**src/rtl/alpha_blend_pipe_if.sv**
```systemverilog
// rtl/alpha_blend_pipe_if.sv - pixel stream and framebuffer bus for the alpha blender
interface alpha_blend_pipe_if #(
  parameter int CW  = 8,
  parameter int NCH = 3,
  parameter int AW  = 19
);
  logic                pixel_valid;
  logic                pixel_ready;
  logic [AW-1:0]       pixel_number;
  logic [NCH*CW-1:0]   src_rgb;
  logic [CW-1:0]       src_a;
  logic [1:0]          mode;
  logic                frame_ready;
  logic                read;
  logic [AW-1:0]       read_addr;
  logic [NCH*CW-1:0]   read_data;
  logic                write;
  logic [AW-1:0]       write_addr;
  logic [NCH*CW-1:0]   write_data;
  logic                o_frame_ready;
  logic                busy;

  modport slave (
    input  pixel_valid, pixel_number, src_rgb, src_a, mode, frame_ready, read_data,
    output pixel_ready, read, read_addr, write, write_addr, write_data, o_frame_ready, busy
  );

  modport master (
    output pixel_valid, pixel_number, src_rgb, src_a, mode, frame_ready, read_data,
    input  pixel_ready, read, read_addr, write, write_addr, write_data, o_frame_ready, busy
  );
endinterface

```
**src/rtl/alpha_blend_pipe.sv**
```systemverilog
// rtl/alpha_blend_pipe.sv - pipelined read-modify-write framebuffer blender
module alpha_blend_pipe #(
  parameter int CW     = 8,
  parameter int NCH    = 3,
  parameter int AW     = 19,
  parameter int RD_LAT = 2
) (
  input  logic              clk,
  input  logic              reset,
  alpha_blend_pipe_if.slave bus
);
  localparam int DW = NCH * CW;
  localparam int NS = RD_LAT + 1;
  localparam logic [CW-1:0] MAX = '1;
  localparam logic [1:0] M_ALPHA   = 2'd0;
  localparam logic [1:0] M_ADD     = 2'd1;
  localparam logic [1:0] M_MULT    = 2'd2;
  localparam logic [1:0] M_REPLACE = 2'd3;

  typedef enum logic [1:0] {RUN, DRAIN, DONE} state_t;

  typedef struct packed {
    logic          valid;
    logic [AW-1:0] addr;
    logic [DW-1:0] src;
    logic [CW-1:0] a;
    logic [1:0]    mode;
  } entry_t;

  state_t        state, state_nxt;
  entry_t        st [NS];
  entry_t        new_entry;
  logic          hazard, stages_busy, ready, accept, done;
  logic          wr_valid;
  logic [AW-1:0] wr_addr;
  logic [DW-1:0] wr_data;
  logic [DW-1:0] blend_data;

  function automatic logic [CW-1:0] blend_ch(input logic [1:0] m, input logic [CW-1:0] s,
                                             input logic [CW-1:0] d, input logic [CW-1:0] a);
    logic [2*CW-1:0] sw, dw, aw, iw, acc;
    logic [CW:0]     sum;
    sw  = {{CW{1'b0}}, s};
    dw  = {{CW{1'b0}}, d};
    aw  = {{CW{1'b0}}, a};
    iw  = {{CW{1'b0}}, MAX - a};
    acc = '0;
    sum = '0;
    blend_ch = s;
    case (m)
      M_ALPHA: begin
        if (a == MAX) blend_ch = s;
        else if (a == '0) blend_ch = d;
        else begin
          acc      = aw * sw + iw * dw;
          blend_ch = CW'(acc >> CW);
        end
      end
      M_ADD: begin
        sum      = {1'b0, s} + {1'b0, d};
        blend_ch = sum[CW] ? MAX : sum[CW-1:0];
      end
      M_MULT: begin
        acc      = sw * dw;
        blend_ch = CW'(acc >> CW);
      end
      default: blend_ch = s;
    endcase
  endfunction

  // The write-stage entry is not in st[], so a same-address pixel may enter as it writes.
  always_comb begin
    hazard      = 1'b0;
    stages_busy = 1'b0;
    for (int k = 0; k < NS; k++) begin
      if (st[k].valid) begin
        stages_busy = 1'b1;
        if (st[k].addr == bus.pixel_number) hazard = 1'b1;
      end
    end
  end

  always_comb begin
    state_nxt = state;
    ready     = 1'b0;
    done      = 1'b0;
    case (state)
      RUN: begin
        ready = !hazard;
        if (bus.frame_ready) state_nxt = DRAIN;
      end
      DRAIN: if (!stages_busy) state_nxt = DONE;
      DONE: begin
        done      = 1'b1;
        state_nxt = RUN;
      end
      default: state_nxt = RUN;
    endcase
  end

  always_ff @(posedge clk or posedge reset) begin
    if (reset) state <= RUN;
    else       state <= state_nxt;
  end

  assign accept    = bus.pixel_valid && ready && !reset;
  assign new_entry = '{valid: 1'b1, addr: bus.pixel_number, src: bus.src_rgb,
                       a: bus.src_a, mode: bus.mode};

  always_comb begin
    blend_data = '0;
    for (int c = 0; c < NCH; c++) begin
      blend_data[c*CW +: CW] = blend_ch(st[NS-1].mode, st[NS-1].src[c*CW +: CW],
                                        bus.read_data[c*CW +: CW], st[NS-1].a);
    end
  end

  always_ff @(posedge clk or posedge reset) begin
    if (reset) begin
      for (int k = 0; k < NS; k++) st[k] <= '0;
      wr_valid <= 1'b0;
      wr_addr  <= '0;
      wr_data  <= '0;
    end else begin
      st[0] <= accept ? new_entry : '0;
      for (int k = 1; k < NS; k++) st[k] <= st[k-1];
      wr_valid <= st[NS-1].valid;
      if (st[NS-1].valid) begin
        wr_addr <= st[NS-1].addr;
        wr_data <= blend_data;
      end
    end
  end

  assign bus.pixel_ready   = ready && !reset;
  assign bus.read          = st[0].valid && (st[0].mode != M_REPLACE);
  assign bus.read_addr     = st[0].addr;
  assign bus.write         = wr_valid;
  assign bus.write_addr    = wr_addr;
  assign bus.write_data    = wr_data;
  assign bus.o_frame_ready = done;
  assign bus.busy          = stages_busy || wr_valid || (state != RUN);
endmodule

```
**src/flat_wrapper.sv**
```systemverilog
// flat-port wrapper written by rule: the top's interface ports become plain ports
module alpha_blend_pipe_flat 
#(
  parameter int CW     = 8,
  parameter int NCH    = 3,
  parameter int AW     = 19,
  parameter int RD_LAT = 2
)
  (clk, reset, bus_pixel_valid, bus_pixel_number, bus_src_rgb, bus_src_a, bus_mode, bus_frame_ready, bus_read_data, bus_pixel_ready, bus_read, bus_read_addr, bus_write, bus_write_addr, bus_write_data, bus_o_frame_ready, bus_busy);
  alpha_blend_pipe_if #(.CW(CW), .NCH(NCH), .AW(AW)) bus_i ();
  input  logic clk;
  input  logic reset;
  input wire logic [$bits(bus_i.pixel_valid)-1:0] bus_pixel_valid;
  input wire logic [$bits(bus_i.pixel_number)-1:0] bus_pixel_number;
  input wire logic [$bits(bus_i.src_rgb)-1:0] bus_src_rgb;
  input wire logic [$bits(bus_i.src_a)-1:0] bus_src_a;
  input wire logic [$bits(bus_i.mode)-1:0] bus_mode;
  input wire logic [$bits(bus_i.frame_ready)-1:0] bus_frame_ready;
  input wire logic [$bits(bus_i.read_data)-1:0] bus_read_data;
  output wire logic [$bits(bus_i.pixel_ready)-1:0] bus_pixel_ready;
  output wire logic [$bits(bus_i.read)-1:0] bus_read;
  output wire logic [$bits(bus_i.read_addr)-1:0] bus_read_addr;
  output wire logic [$bits(bus_i.write)-1:0] bus_write;
  output wire logic [$bits(bus_i.write_addr)-1:0] bus_write_addr;
  output wire logic [$bits(bus_i.write_data)-1:0] bus_write_data;
  output wire logic [$bits(bus_i.o_frame_ready)-1:0] bus_o_frame_ready;
  output wire logic [$bits(bus_i.busy)-1:0] bus_busy;
  assign bus_i.pixel_valid = bus_pixel_valid;
  assign bus_i.pixel_number = bus_pixel_number;
  assign bus_i.src_rgb = bus_src_rgb;
  assign bus_i.src_a = bus_src_a;
  assign bus_i.mode = bus_mode;
  assign bus_i.frame_ready = bus_frame_ready;
  assign bus_i.read_data = bus_read_data;
  assign bus_pixel_ready = bus_i.pixel_ready;
  assign bus_read = bus_i.read;
  assign bus_read_addr = bus_i.read_addr;
  assign bus_write = bus_i.write;
  assign bus_write_addr = bus_i.write_addr;
  assign bus_write_data = bus_i.write_data;
  assign bus_o_frame_ready = bus_i.o_frame_ready;
  assign bus_busy = bus_i.busy;
  alpha_blend_pipe #(.CW(CW), .NCH(NCH), .AW(AW), .RD_LAT(RD_LAT)) u_core (.clk(clk), .reset(reset), .bus(bus_i));
endmodule
```
**config.mk**
```make
export PLATFORM = sky130hd
export DESIGN_NAME = alpha_blend_pipe_flat
export DESIGN_NICKNAME = d
export VERILOG_FILES = /design/src/rtl/alpha_blend_pipe_if.sv /design/src/rtl/alpha_blend_pipe.sv /design/src/flat_wrapper.sv
export SDC_FILE = /design/constraint.sdc
export NUM_CORES = 2
export LEC_CHECK = 0
export BUFFER_PORTS_ARGS = -buffer_cell sky130_fd_sc_hd__buf_2
export CORE_ASPECT_RATIO = 0.6
export CORE_MARGIN = 4
export CORE_UTILIZATION = 60
export CTS_BUF_LIST = sky130_fd_sc_hd__clkbuf_2 sky130_fd_sc_hd__clkbuf_4 sky130_fd_sc_hd__clkbuf_8
export DETAILED_ROUTE_END_ITERATION = 8
export PLACE_DENSITY = 0.78
export SLEW_MARGIN = 10
export SYNTH_ARGS = -nofsm -noshare
export SYNTH_HDL_FRONTEND = slang
export SYNTH_SLANG_ARGS = --single-unit
export TNS_END_PERCENT = 50
```
**constraint.sdc**
```tcl
create_clock -name clk -period 8.7 [get_ports clk]
set_clock_uncertainty 0.05 [all_clocks]
set_input_delay 0.435 -clock clk [delete_from_list [all_inputs] [get_ports clk]]
set_output_delay 0.435 -clock clk [all_outputs]
set_load 0.02 [all_outputs]
```
==> results.md <==
- Avg Inst Size Synth: 9.52 um^2
- WL final: 71800 um
- Ratio of cells with drive above 1 in the final layout: 0.0953
- CTS tree: done
- Critical Path Sink Type: flop
- Iter 0 DRT Violations: 1684
- Final setup fails: 0
- Area Overhead vs Synth: 6.86%
- Via-to-Cell Ratio: 5.71
- Initial Util: 0.616
- Core area: 44000 um^2
- Die footprint: 48700 um^2
- R2r startpoint: u_core.st[4]$_DFF_PP0_
- Vias: 20100
- Die Span Y: 173 um
- Max-cap violations: 0
- Post-Layout Cell Count: 3518
- Io pins: 148
- Maximum VDD drop: 276 uV
- Total Nets Final: 3693
- Synth top area cells: fa_1 (29%), dfrtp_1 (19%), ha_1 (14%), inv_1 (8.1%), and2_1 (4.4%)
- Hold WC Path Type: primary input to asynchronous set/reset pin
- Synth top cells by count: inv_1 (583), fa_1 (393), ha_1 (303), dfrtp_1 (208), nand2_1 (204)
- Total GRT Usage: 0.302
- Setup Crit Path Kind: flop to flop
- Vias in the first global route: 22100
- Largest area contributor in the netlist: fa_1
- CP arrival: 7310 ps
- CP Cell Sequence: buf_4 > nand2_1 > fa_1 > fa_1 > fa_1 > inv_1 > fa_1 > fa_1 > inv_1 > fa_1 > inv_1 > ha_1 > nand3_1 > o2111a_1 > o31ai_1 > a21oi_1 > o21bai_1 > xnor2_1 > a21oi_1 > a31o_2
- Asr flop ratio synth: 1.00
- Minimum setup slack after placement: 2060 ps
- Synth cell types: 70
- Worst Tran Pin Value: 1000 ps
- Critical path's top delay family: adder cells
- First-pass detailed-route iteration total: 5
- CTS Buffer Depth: 3
- CTS clock-pin slew for the worst setup and hold paths: 80 ps
- Initial antenna violation count: 1
- Worst R2R Setup Slack: 1810 ps
- Post-CTS sizing: 0
- Top-area cell type share of the netlist area: 0.290
- Crit path from: u_core.st[4]$_DFF_PP0_
- Power Dens Cells: 284 nW/um^2
- Final core utilization: 0.658
- WP buf/inv: 4
- Slowest cell on crit path: dfrtp_1
- HPWL after DPL: 53600 um
- Fmax: 145 MHz
- Most used cell, CP: fa_1
- Worst rel slew slack: 0.330
- Status: finished clean
- Hold Buf Count CTS: 0
- CTS sink cnt: 208
- Post-CTS setup buffers: 0
- FF+latch count, synth: 208
- Number of remaining DRC errors: 0
- Setup repair after global routing missed its margin: no
- Rows: 59
- Drt wl/cell: 20.4 um
- Slew Viols, Final: 0
- Register area share after synthesis: 0.192
- Mapped Area: 27100 um^2
- Most instantiated library cell after synthesis: inv_1
- Critical path peak fanout: 28
- Final-report hold violation count: 0
- Antenna-violating nets left: 0
- CP required: 9120 ps
- PortBufs: 147
- ANT cells: 0
- Routability Congestion: 0.926
- Worst setup SP type: flop
- Grt ovf: 0
- Largest net degree at the start of global routing: 130
- Inst Count DP: 3462
- Tmin final: 6890 ps
- Htree depth: 1
- Final WS setup: 1810 ps
- First-pass GRT wire length: 118000 um
- CP peak stage delay: 860 ps
- CTS buffer count: 31
- Post-synth top flop: dfrtp_1
- Final TNS setup: 0 ps
- Synthesized instance count: 2846
- Clock root buffer master: clkbuf_8
- Synthesized Nets: 3623
- Worst-Skew Late Latency: 580 ps
- P_leak: 15.4 nW
- DP Area: 28200 um^2
- Synthesis warning total: 0
- Final worst-path cycle share: 0.792
- Chip width: 282 um
- EDFF count, synth: 0
- Final instance area: 29000 um^2
layer usage:
layer	part of all wire	wire (um)	track usage	vias to the layer above
met4	0.038	2700	0.0948	2
met2	0.44	32000	0.462	976
li1	-	-	-	8928
met3	0.099	7070	0.0597	193
met5	0.00026	19	0	-
met1	0.42	30100	0.441	9984
metrics by stage:
stage / total power, mW / hold slack [ps]
global placement: 6.88 / 282
floorplan: 5.65 / 281
CTS: 8.14 / 24.5
global route: 9.08 / 29.1
finish: 8.21 / 15.4
detailed placement: 7.14 / 285
layout make-up:
type / instances / area, um^2
clock inverter: 11 / 191
sequential: 208 / 5210
tap: 579 / 724
multi-input combinational: 1909 / 19100
fill: 3466 / 15000
clock buffer: 45 / 551
timing repair buffer: 180 / 983
inverter: 586 / 2210
worst register-to-register path, cell delays in order, from the launching register on:
cell	delay, ps
dfrtp_1	860
buf_4	440
nand2_1	150
fa_1	600
fa_1	440
fa_1	510
inv_1	50
fa_1	440
fa_1	510
inv_1	50
fa_1	470
inv_1	40
ha_1	300
nand3_1	100
o2111a_1	300
o31ai_1	560
a21oi_1	220
o21bai_1	210
xnor2_1	140
a21oi_1	80
a31o_2	240
flip-flops by register name, indices dropped and copies added, names as in the netlist:
| signal | flops |
|---|---|
| u_core.bus.read_addr | 19 |
| u_core.bus.write | 1 |
| u_core.bus.write_addr | 19 |
| u_core.bus.write_data | 24 |
| u_core.st | 143 |
| u_core.state | 2 |
worst paths after layout:
check                                                        end  cells past startpoint
max reg2reg                u_core.bus.write_data[15]$_DFFE_PP0P_                     20
min in group clk                        u_core.st[118]$_DFF_PP0_                      2
max                        u_core.bus.write_data[15]$_DFFE_PP0P_                     20
min reg2reg                              u_core.st[69]$_DFF_PP0_                      0
max in group asynchronous                 u_core.st[6]$_DFF_PP0_                      3
min                         u_core.bus.write_addr[1]$_DFFE_PP0P_                      2
kinds of logic (layout without fill, tap and decap cells):
kind of cell             count (synthesis)  in the layout  share of synthesized area
flip-flops                             208            208                      0.192
multiplexers                            27             27                     0.0109
XOR/XNOR                               124            124                     0.0401
adder cells (fa/ha/maj)                696            696                      0.430
AO/OA/AOI/OAI                          257            257                     0.0644
buffers and inverters                  729            822                      0.104
AND/OR/NAND/NOR                        805            805                      0.158
power by group:
part	total (mW)	internal, mW	switching, mW
Combinational	5.93	2.51	3.42
Sequential	1.34	1.13	0.205
Clock	0.947	0.558	0.389
Total	8.21	4.20	4.02
placed cells by master (no fill, tap or decap), types with 19 or more instances in the layout:
| master | synthesis | final |
|---|---|---|
| a21oi_1 | 72 | 72 |
| and2_1 | 191 | 191 |
| and3_1 | 56 | 56 |
| buf_2 | 5 | 147 |
| buf_4 | 19 | 33 |
| clkbuf_8 | 0 | 34 |
| dfrtp_1 | 208 | 204 |
| fa_1 | 393 | 393 |
| ha_1 | 303 | 303 |
| inv_1 | 583 | 582 |
| mux2_2 | 19 | 19 |
| nand2_1 | 204 | 204 |
| nand2b_1 | 55 | 55 |
| nor2_1 | 82 | 82 |
| nor2b_1 | 133 | 133 |
| nor3_1 | 21 | 20 |
| o21ai_0 | 33 | 33 |
| xnor2_1 | 77 | 77 |
| xor2_1 | 47 | 47 |
Note: power is estimated with default switching activity, not from simulation.
